$ cat src/rtl/param_sp_memory_if.sv
// Request/response bundle for the single-port storage block.
// The master drives requests; the slave (the memory) returns read data and status.
interface param_sp_memory_if #(
  parameter int DATA_WIDTH = 32,
  parameter int ADDR_WIDTH = 4
);
  logic                    en;
  logic                    wr_en;
  logic [DATA_WIDTH/8-1:0] byte_en;
  logic [ADDR_WIDTH-1:0]   address;
  logic [DATA_WIDTH-1:0]   data_in;
  logic [DATA_WIDTH-1:0]   data_out;
  logic                    valid_out;
  logic                    ready;
  logic                    addr_err;

  modport master (
    output en, wr_en, byte_en, address, data_in,
    input  data_out, valid_out, ready, addr_err
  );

  modport slave (
    input  en, wr_en, byte_en, address, data_in,
    output data_out, valid_out, ready, addr_err
  );
endinterface

$ cat src/rtl/param_sp_memory.sv
// Parametrised single-port memory: byte-lane writes, pipelined reads with aligned
// valid, post-reset zero-fill sequencer and sticky out-of-range flag.
module param_sp_memory #(
  parameter int DATA_WIDTH    = 32,
  parameter int ADDR_WIDTH    = 4,
  parameter int DEPTH         = 16,
  parameter int READ_LATENCY  = 1,
  parameter bit INIT_ON_RESET = 1'b1
) (
  input logic              clk,
  input logic              rst,
  param_sp_memory_if.slave bus
);
  localparam int NUM_LANES = DATA_WIDTH / 8;
  localparam logic [ADDR_WIDTH:0] DEPTH_W  = (ADDR_WIDTH+1)'(DEPTH);
  localparam logic [ADDR_WIDTH-1:0] LAST_W = ADDR_WIDTH'(DEPTH - 1);

  typedef enum logic {ST_INIT, ST_RUN} state_t;

  state_t                  state_q, state_d;
  logic [ADDR_WIDTH-1:0]   init_cnt_q, init_cnt_d;
  logic                    addr_err_q, addr_err_d;

  logic [DATA_WIDTH-1:0]   mem_q [DEPTH];
  logic [NUM_LANES-1:0]    mem_we_d;
  logic [ADDR_WIDTH-1:0]   mem_waddr_d;
  logic [DATA_WIDTH-1:0]   mem_wdata_d;

  logic [READ_LATENCY-1:0] vld_pipe_q, vld_pipe_d;
  logic [DATA_WIDTH-1:0]   dat_pipe_q [READ_LATENCY];
  logic [DATA_WIDTH-1:0]   dat_pipe_d [READ_LATENCY];

  logic                    ready;
  logic                    accept;
  logic                    in_range;
  logic [DATA_WIDTH-1:0]   rd_word;

  assign ready    = (state_q == ST_RUN);
  assign accept   = bus.en && ready && !rst;
  assign in_range = {1'b0, bus.address} < DEPTH_W;
  assign rd_word  = in_range ? mem_q[bus.address] : '0;

  // Sequencer and write port: INIT owns the write port until the last word is zeroed.
  always_comb begin
    state_d     = state_q;
    init_cnt_d  = init_cnt_q;
    addr_err_d  = addr_err_q;
    mem_we_d    = '0;
    mem_waddr_d = bus.address;
    mem_wdata_d = bus.data_in;
    case (state_q)
      ST_INIT: begin
        mem_we_d    = rst ? '0 : '1;
        mem_waddr_d = init_cnt_q;
        mem_wdata_d = '0;
        init_cnt_d  = init_cnt_q + 1'b1;
        if (init_cnt_q == LAST_W) state_d = ST_RUN;
      end
      ST_RUN: begin
        if (accept && !in_range) addr_err_d = 1'b1;
        if (accept && bus.wr_en && in_range) mem_we_d = bus.byte_en;
      end
    endcase
  end

  always_ff @(posedge clk) begin
    if (rst) begin
      state_q    <= INIT_ON_RESET ? ST_INIT : ST_RUN;
      init_cnt_q <= '0;
      addr_err_q <= 1'b0;
    end else begin
      state_q    <= state_d;
      init_cnt_q <= init_cnt_d;
      addr_err_q <= addr_err_d;
    end
  end

  // Storage is deliberately not reset; zero-fill is the sequencer's job.
  always_ff @(posedge clk) begin
    for (int i = 0; i < NUM_LANES; i++)
      if (mem_we_d[i]) mem_q[mem_waddr_d][8*i +: 8] <= mem_wdata_d[8*i +: 8];
  end

  // Read pipe: the final stage only loads on a valid beat so data_out holds between reads.
  always_comb begin
    vld_pipe_d    = '0;
    dat_pipe_d    = dat_pipe_q;
    vld_pipe_d[0] = accept && !bus.wr_en;
    dat_pipe_d[0] = rd_word;
    for (int k = 1; k < READ_LATENCY; k++) begin
      vld_pipe_d[k] = vld_pipe_q[k-1];
      dat_pipe_d[k] = dat_pipe_q[k-1];
    end
    if (!vld_pipe_d[READ_LATENCY-1])
      dat_pipe_d[READ_LATENCY-1] = dat_pipe_q[READ_LATENCY-1];
  end

  always_ff @(posedge clk) begin
    if (rst) begin
      vld_pipe_q <= '0;
      for (int k = 0; k < READ_LATENCY; k++) dat_pipe_q[k] <= '0;
    end else begin
      vld_pipe_q <= vld_pipe_d;
      dat_pipe_q <= dat_pipe_d;
    end
  end

  assign bus.data_out  = dat_pipe_q[READ_LATENCY-1];
  assign bus.valid_out = vld_pipe_q[READ_LATENCY-1];
  assign bus.ready     = ready;
  assign bus.addr_err  = addr_err_q;
endmodule

$ cat src/flat_wrapper.sv
// flat-port wrapper written by rule: the top's interface ports become plain ports
module param_sp_memory_flat 
#(
  parameter int DATA_WIDTH    = 32,
  parameter int ADDR_WIDTH    = 4,
  parameter int DEPTH         = 16,
  parameter int READ_LATENCY  = 1,
  parameter bit INIT_ON_RESET = 1'b1
)
  (clk, rst, bus_en, bus_wr_en, bus_byte_en, bus_address, bus_data_in, bus_data_out, bus_valid_out, bus_ready, bus_addr_err);
  param_sp_memory_if #(.DATA_WIDTH(DATA_WIDTH), .ADDR_WIDTH(ADDR_WIDTH)) bus_i ();
  input logic clk;
  input logic rst;
  input wire logic [$bits(bus_i.en)-1:0] bus_en;
  input wire logic [$bits(bus_i.wr_en)-1:0] bus_wr_en;
  input wire logic [$bits(bus_i.byte_en)-1:0] bus_byte_en;
  input wire logic [$bits(bus_i.address)-1:0] bus_address;
  input wire logic [$bits(bus_i.data_in)-1:0] bus_data_in;
  output wire logic [$bits(bus_i.data_out)-1:0] bus_data_out;
  output wire logic [$bits(bus_i.valid_out)-1:0] bus_valid_out;
  output wire logic [$bits(bus_i.ready)-1:0] bus_ready;
  output wire logic [$bits(bus_i.addr_err)-1:0] bus_addr_err;
  assign bus_i.en = bus_en;
  assign bus_i.wr_en = bus_wr_en;
  assign bus_i.byte_en = bus_byte_en;
  assign bus_i.address = bus_address;
  assign bus_i.data_in = bus_data_in;
  assign bus_data_out = bus_i.data_out;
  assign bus_valid_out = bus_i.valid_out;
  assign bus_ready = bus_i.ready;
  assign bus_addr_err = bus_i.addr_err;
  param_sp_memory #(.DATA_WIDTH(DATA_WIDTH), .ADDR_WIDTH(ADDR_WIDTH), .DEPTH(DEPTH), .READ_LATENCY(READ_LATENCY), .INIT_ON_RESET(INIT_ON_RESET)) u_core (.clk(clk), .rst(rst), .bus(bus_i));
endmodule
$ cat config.mk
export PLATFORM = sky130hd
export DESIGN_NAME = param_sp_memory_flat
export DESIGN_NICKNAME = d
export VERILOG_FILES = /design/src/rtl/param_sp_memory_if.sv /design/src/rtl/param_sp_memory.sv /design/src/flat_wrapper.sv
export SDC_FILE = /design/constraint.sdc
export NUM_CORES = 1
export LEC_CHECK = 0
export BUFFER_PORTS_ARGS = -buffer_cell sky130_fd_sc_hd__buf_2
export CAP_MARGIN = 30
export CORE_UTILIZATION = 50
export CTS_CLUSTER_DIAMETER = 120
export DETAILED_ROUTE_END_ITERATION = 8
export GPL_TIMING_DRIVEN = 1
export PLACE_DENSITY = 0.68
export SLEW_MARGIN = 25
export SYNTH_ARGS = -nofsm -noshare
export SYNTH_HDL_FRONTEND = slang
export SYNTH_SLANG_ARGS = --single-unit
$ cat constraint.sdc
create_clock -name clk -period 2.2 [get_ports clk]
set_clock_uncertainty 0.15 [all_clocks]
set_input_delay 0.22 -clock clk [delete_from_list [all_inputs] [get_ports clk]]
set_output_delay 0.22 -clock clk [all_outputs]
set_load 0.02 [all_outputs]
Word-level counts from Yosys, hierarchy flattened:

Memories as Yosys holds them, arrays and structs flattened. A register that Yosys moved wholly into a read port is not among the register bits.
Index checks and enable logic that the tools add are counted.

* equal/unequal tests: 1
* add/subtract/negate cells: 1
* multiplexer cells: 15
* bitwise operators: 1
* reduce and logical (&&, ||, !) cells: 6

Operators by type and width (count)
* 2-to-1 mux 32 bit: 1
* 2-to-1 mux 4 bit: 3
* 2-to-1 mux 1 bit: 10
* one-hot mux 4 bit (2 select lines): 1
* adder 4 x 1 -> 4 bit, second input constant: 1
* == test 4 bit, second input constant: 1
* logical AND 1 bit: 4
* logical NOT 1 bit: 2
* NOT 1 bit: 1

* RAM bits: 512
* word-level logic and storage cells: 28
* memories kept: 1
* bits in registers: 6
* input bits: 44
* output and inout port bits: 35

Memories
* u_core.mem_q: words 16, bits a word 32, rd ports 1, clocked after memory_dff 1, wr ports 1, RTL line param_sp_memory.sv:24 `logic [DATA_WIDTH-1:0] mem_q [DEPTH];`

Longest topological paths before layout:

Gate-level depths: netlist (run 1).

* word-level depth: 7
* depth in mapped cells: 8

Least setup slack after synthesis (run 1):

No wires, ideal clock.

* kind: flip-flop to flip-flop
* start point: reg u_core.state_q, in the netlist u_core.bus.ready
* end point: mem u_core.mem_q[12][0] (enable)
* library setup time: 0.370 ns
* stages on the path, launching flop included: 7
* arrival: 1.692 ns
* setup slack: -0.013 ns
* cells stage by stage: dfxtp_1 buf_2 buf_2 nand2_1 o22ai_1 nand2_1 nor2_1

* word-level cells in the longest chain between the ends: 7
* elaborated cells on any way between the ends: 9
* classes of those cells: 5 x mux; 1 x bitwise; 3 x reduce/logical

Ends and longest elaborated chain
* start, declared: RTL line param_sp_memory.sv:20 `state_t state_q, state_d;`
* start signal, assigned: RTL line param_sp_memory.sv:68 `state_q <= INIT_ON_RESET ? ST_INIT : ST_RUN;`
* start signal, assigned: RTL line param_sp_memory.sv:72 `state_q <= state_d;`
* logical AND 1 bit (2 in a row): RTL line param_sp_memory.sv:39 `assign accept = bus.en && ready && !rst;`
* logical AND 1 bit: RTL line param_sp_memory.sv:61 `if (accept && bus.wr_en && in_range) mem_we_d = bus.byte_en;`
* 2-to-1 mux 4 bit: RTL line param_sp_memory.sv:61
* one-hot mux 4 bit (2 select lines): RTL line param_sp_memory.sv:51 `case (state_q)`
* 2-to-1 mux 1 bit: RTL line param_sp_memory.sv:81 `if (mem_we_d[i]) mem_q[mem_waddr_d][8*i +: 8] <= mem_wdata_d[8*i +: 8];`
* 2-to-1 mux 1 bit (not written as such): RTL line param_sp_memory.sv:81
* end, declared: RTL line param_sp_memory.sv:24

Several ways; a longest one is shown, not always the timed one.

Final worst setup path (run 1):

* start point: reg u_core.init_cnt_q[1]
* end point: mem u_core.mem_q[2][31] (enable)

* word-level cells in the longest chain between the ends: 1

Ends and longest elaborated chain
* start, declared: RTL line param_sp_memory.sv:21 `logic [ADDR_WIDTH-1:0] init_cnt_q, init_cnt_d;`
* start signal, assigned: RTL line param_sp_memory.sv:73 `init_cnt_q <= init_cnt_d;`
* 2-to-1 mux 4 bit: RTL line param_sp_memory.sv:51

No other way between the ends.

==> metrics.cfg, run 1 <==
[timing]
slew_headroom=0.566
finalHoldViolCount=0
worst_slew_pin_slew_ns=0.651
min_period_ns=2.17
holdWs_ns=0.0219
slew_viol_final=0
setup_violations=0
rsz0062_at_grt=true
period_share=0.987
fmax_ghz=0.460

[place]
hpwl_mm=31.8
place_congestion=0.853
portBuffers=77

[worst_setup_path]
worstPathRequired_ns=2.34
crit_arrival_ns=2.31
reg2reg_slack_ns=0.03
cp-startpoint=u_core.init_cnt_q[1]
r2r_start=u_core.init_cnt_q[1]
cp-end-kind=flip-flop
cp-start-kind=flip-flop
path_class=reg2reg
critPathMaxFanout=8

[clock_tree]
h-tree-depth=2
clk_path_buf_depth=3
cts_buffers=53
cts_num_sinks=550
insertion_delay_ns=0.60
cts_tree=built
clkTransAtPathRegs_ns=0.06
cts-root-buf=clkbuf_16

[route]
viasPerCell=5.82
drt_iter0_drc=1186
vias=11200
drc=0
firstDrtPassIters=5
wirelength_mm=49.7
ant_nets=0
wl_per_cell_um=25.8

[power]
p_per_area_nw_per_um2=843
p_leak_nw=9.04
finalPower_mw=21.3
ir_worst_vdd_mv=0.534

[global_routing]
grt_start_max_net_pins=46
grt_pass1_wl_mm=73.7
track_usage=0.233
grt_overflow=0
antenna_found_initial=0
first_global_vias=11400

[status]
status=complete, no violations

[die]
pin_count=79
die_h_um=209
core_area_um2=42100
row_count=75
dieArea_um2=43700
die_w_um=209
start_util=0.509

[run]
maxCapViolCount=0

[hold_path]
hp-start=bus_data_in[21]
hold_class=in2reg

[final_layout]
final_cell_mix=edfxtp_1 (512), buf_4 (127), mux2i_1 (125)
drive_above_1_share=0.285
multi_input_area_um2=4960
layout_commonest_cell=edfxtp_1
n_fill_cell=3050
syn_to_final_growth_pct=17.9
antenna_cells=0
register_area_um2=16100
nNetsFinal=1389

[synth]
synth_seq_area_share=0.753
yosysTopAreaCell=edfxtp_1
synth_warnings=0
syn_avg_cell_area_um2=19.1
post_synth_num_cell_types=39
synth_edf_count=512
syn-num-nets=1167
synth_top_area_share=0.718
ys_top_cells_by_area=edfxtp_1 (72%), mux4_2 (8.2%), mux2i_1 (5.8%)
synth_seq_cells=550
netlist_instances=1122
synthArstFlopShare=0
synth_flop_cell=edfxtp_1
syn_area_um2=21400

[cells by family (layout without fill, tap and decap cells)]
| logic type | Yosys count | count (layout) | synth area share |
|---|---|---|---|
| multiplexers | 207 | 207 | 0.145 |
| other | 1 | 1 | 0.000175 |
| adder cells (fa/ha/maj) | 1 | 1 | 0.000584 |
| flip-flops | 550 | 550 | 0.753 |
| AO/OA/AOI/OAI | 118 | 118 | 0.0411 |
| buffers and inverters | 71 | 336 | 0.0208 |
| XOR/XNOR | 3 | 3 | 0.00123 |
| AND/OR/NAND/NOR | 171 | 171 | 0.0377 |
[final timing paths]
path                        endpoint  cells after the start
max              u_core.mem_q[2][31]                      6
min             u_core.mem_q[13][21]                      3
max reg2reg      u_core.mem_q[2][31]                      6
min reg2reg  u_core.bus.data_out[26]                      2
[critical path, stage by stage (launching register included)]
cell	delay, ns
dfxtp_1	0.42
inv_1	0.09
o32ai_1	0.40
buf_4	0.20
nand2_1	0.22
nor2_1	0.17
buf_4	0.21
[state kept, by name (all words and copies together), names as in the netlist]
register and flops:
u_core.bus.ready 1, u_core.init_cnt_q 4, u_core.mem_q 512, u_core.bus.data_out 32
u_core.bus.valid_out 1
[synthesized netlist by cell type (2+ instances only)]
cell       number
o32ai_2         2
a22oi_1        40
xnor2_1         2
edfxtp_1      512
mux4_1          4
mux2i_1       125
a32oi_1        26
nor2b_1         5
inv_1           5
buf_12          2
o211ai_1        6
buf_6          13
nand3_1        10
buf_4           6
nand2b_1       15
o32ai_1         4
mux4_2         78
o21ai_0        25
a21o_1          4
a31oi_1         2
buf_2          22
o2111ai_1       6
and2_1         33
nor2_1         72
clkbuf_1       21
dfxtp_1        38
nand2_1        32
[cell type report]
class / instances / area share
Timing Repair Buffer: 232 / 0.0710
Sequential cell: 550 / 0.639
Clock inverter: 13 / 0.00550
Inverter: 6 / 0.000891
Tap cell: 539 / 0.0267
Clock buffer: 85 / 0.0609
Multi-Input combinational cell: 501 / 0.196
[repair_timing]
item / CTS / global route
endpoints found under the setup margin: 272 / 368
hold endpoints to repair: 176 / 0
buffers inserted: 0 / 0
hold buffers: 13 / 0
gates resized for setup: 10 / 17
[stage by stage]
step	TNS (ns)	setup slack, ns	cells	util	cell area (um2)
floorplan	-3.28	-0.0126	1122	-	21400
global placement	-0.668	-0.0277	1815	0.554	23400
detailed placement	-7.27	-0.120	1815	0.554	23400
CTS	-2.23	-0.0541	1926	0.598	25200
global route	-0.757	-0.0351	1926	0.600	25300
finish	0	0.0279	1926	0.600	25300
[where the power goes]
group	internal [mW]	switching [mW]	total [mW]
Sequential	11.4	0.0318	11.4
Combinational	0.466	0.564	1.03
Clock	5.12	3.71	8.83
[per-layer routing]
layer | vias up | part of all wire | GRT usage
met2 | 409 | 0.47 | 0.366
li1 | 4961 | - | -
met3 | 78 | 0.073 | 0.0502
met1 | 5769 | 0.43 | 0.328
met4 | 0 | 0.023 | 0.0738
met5 | - | 0 | 0
No activity file was read; power rests on OpenSTA's default activity.
==> run 2, diff against run 1 <==
CORE_UTILIZATION = 45   (was 50)
PLACE_DENSITY = 0.62   (was 0.68)
==> run 2 against run 1 <==
Combinational power barely moved. Flip-flop and latch count is the same. Die area up 11%. Sequential share of layout area shrank 0.88 points. Critical path depth down 3. Register-to-register slack better by 0.05 ns. The run now ends with design-rule violations left. Highest routed layer unchanged. Largest cell class unchanged. Count of clock-buffer cells in the layout up 1. First-iteration DRC count shrank 20%.
==> metrics.cfg, run 2 (same netlist as run 1, synthesis figures left out) <==
[worst_setup_path]
path_class=reg2out
crit_arrival_ns=1.75  ; -0.56 ns
reg2reg_slack_ns=0.08  ; +0.05 ns
cp-end-kind=primary output
worstPathRequired_ns=1.83  ; -0.51 ns
cp-start-kind=flip-flop
critPathMaxFanout=23  ; +15

[place]
portBuffers=77  ; unchanged
dp_slack_ns=-0.195  ; -0.0751 ns
place_congestion=0.867  ; +1.6%
hpwl_mm=32.9  ; +3.6%
dp_cells=1902  ; +4.8%

[clock_tree]
cts_tree=built
cts-root-buf=clkbuf_16
insertion_delay_ns=0.59  ; about the same
cts_num_sinks=550  ; unchanged
cts_buffers=55  ; +3.8%
post_cts_buffers=0  ; unchanged
clk_path_buf_depth=3  ; unchanged
clkTransAtPathRegs_ns=0.06  ; about the same
h-tree-depth=2  ; unchanged

[final_layout]
largest_reg_flops=512  ; unchanged
layout_commonest_cell=edfxtp_1
n_fill_cell=3664  ; +20%
antenna_cells=0  ; unchanged
drive_above_1_share=0.297  ; +0.0125
final_cell_mix=edfxtp_1 (512), buf_4 (148), mux2i_1 (125)
syn_to_final_growth_pct=19.6
stdcell_count=2020  ; +4.9%
nNetsFinal=1412  ; +1.7%
top_register=u_core.mem_q

[global_routing]
antenna_found_initial=1  ; +1
first_global_vias=11500  ; +1.2%
grt_overflow=0  ; unchanged
grt_pass1_wl_mm=74.9  ; +1.6%
track_usage=0.215  ; -0.0177
grt_start_max_net_pins=37  ; -20%

[route]
viasPerCell=5.57  ; -4.4%
ant_nets=0  ; unchanged
drc=8  ; +8
drt_iter0_drc=947  ; -20%
firstDrtPassIters=7  ; +2
wirelength_mm=50.9  ; +2.4%
wl_per_cell_um=25.2  ; -2.3%
vias=11300  ; +0.30%

[die]
die_h_um=220  ; +5.4%
row_count=79  ; +5.3%
pin_count=79  ; unchanged
start_util=0.458  ; -0.0502
dieArea_um2=48500  ; +11%
core_area_um2=46800  ; +11%
die_w_um=220  ; +5.4%

[timing]
fmax_ghz=0.471  ; +2.4%
worst_slew_pin_slew_ns=0.739  ; +0.0885 ns
slew_viol_final=0  ; unchanged
setup_ws_ns=0.0779  ; +0.0500 ns
finalHoldViolCount=0  ; unchanged
setup_tns_ns=0  ; unchanged
rsz0062_at_grt=false
min_period_ns=2.12  ; -0.0500 ns
slew_headroom=0.505  ; -0.0608
setup_violations=0  ; unchanged
period_share=0.965  ; -0.0227

[status]
status=complete, but fails checks
violations=design-rule violations

[power]
power_frac_clock=0.425  ; +0.010
internal-power_mw=17.3  ; +2.1%
switchingPower_mw=4.39  ; +1.9%
finalPower_mw=21.7  ; +2.0%
comb_power_share=0.048  ; about the same
seqPwrFrac=0.526  ; -0.011
ir_worst_vdd_mv=0.825  ; +55%
p_per_area_nw_per_um2=848  ; +0.62%
p_leak_nw=9.21  ; +1.9%
sw_frac_of_total=0.202  ; -0.000233

[run]
maxCapViolCount=0  ; unchanged

[hold_path]
hold_class=in2reg

==> run 2: changes by cell type in the layout (fill, tap and decap cells not counted), sizes merged <==
cell / change
buf: +20
dlygate4sd3: +2
clkinv: +3
clkinvlp: +2
bufinv: -1
==> run 2: path summary, 6_finish.rpt <==
kind | start | cells past startpoint | end
worst max register to register | u_core.bus.ready | 8 | u_core.mem_q[3][19]
worst max-delay path | u_core.bus.ready | 3 | bus_ready
worst min-delay path | bus_data_in[29] | 3 | u_core.mem_q[7][29]
worst min register to register | u_core.bus.data_out[25] | 2 | u_core.bus.data_out[25]
==> run 2: final cells by class <==
cell class | count | area (um2) | share of cell area
timing repair buffer | 253 | 1940 | 0.0756
inverter | 6 | 22.5 | 0.000879
sequential | 550 | 16100 | 0.630
multi-input combinational | 501 | 4940 | 0.193
clock buffer | 86 | 1680 | 0.0654
tap | 607 | 759 | 0.0296
clock inverter | 17 | 144 | 0.00562
==> run 2: layer usage <==
layer,global-route usage,vias up,share of wire
li1,-,5017,-
met1,0.297,5842,0.43
met2,0.351,325,0.49
met3,0.0434,67,0.059
met4,0.0540,0,0.018
met5,0,-,0
==> run 2: critical path, stage by stage (launching register included) <==
cell and delay, ns:
dfxtp_4 0.43, buf_4 0.25, buf_6 0.26, buf_2 0.21
==> run 2: metrics by stage <==
step | instance area (um2) | util | hold slack, ns
2_1_floorplan | 21400 | - | 0.353
3_3_place_gp | 23600 | 0.504 | 0.323
3_5_place_dp | 23600 | 0.504 | 0.327
4_1_cts | 25600 | 0.547 | 0.00104
5_1_grt | 25600 | 0.548 | 0.0123
6_report | 25600 | 0.548 | 0.0134
==> run 2: repair_timing <==
item	in CTS	in global routing
pin swaps	1	0
hold endpoints to repair	154	0
hold buffers	15	0
resized for setup	8	12
cloned	0	0
endpoints found under the setup margin	211	341
==> run 2: power by group through the flow <==
stage                     registers [mW]  logic [mW]  clock network [mW]
after global routing                11.4        1.11                9.80
after global placement              11.6        1.02                   0
after floorplan                     11.6       0.612                   0
after CTS                           11.4        1.05                9.39
after detailed placement            11.7        1.02                   0
final                               11.4        1.05                9.24
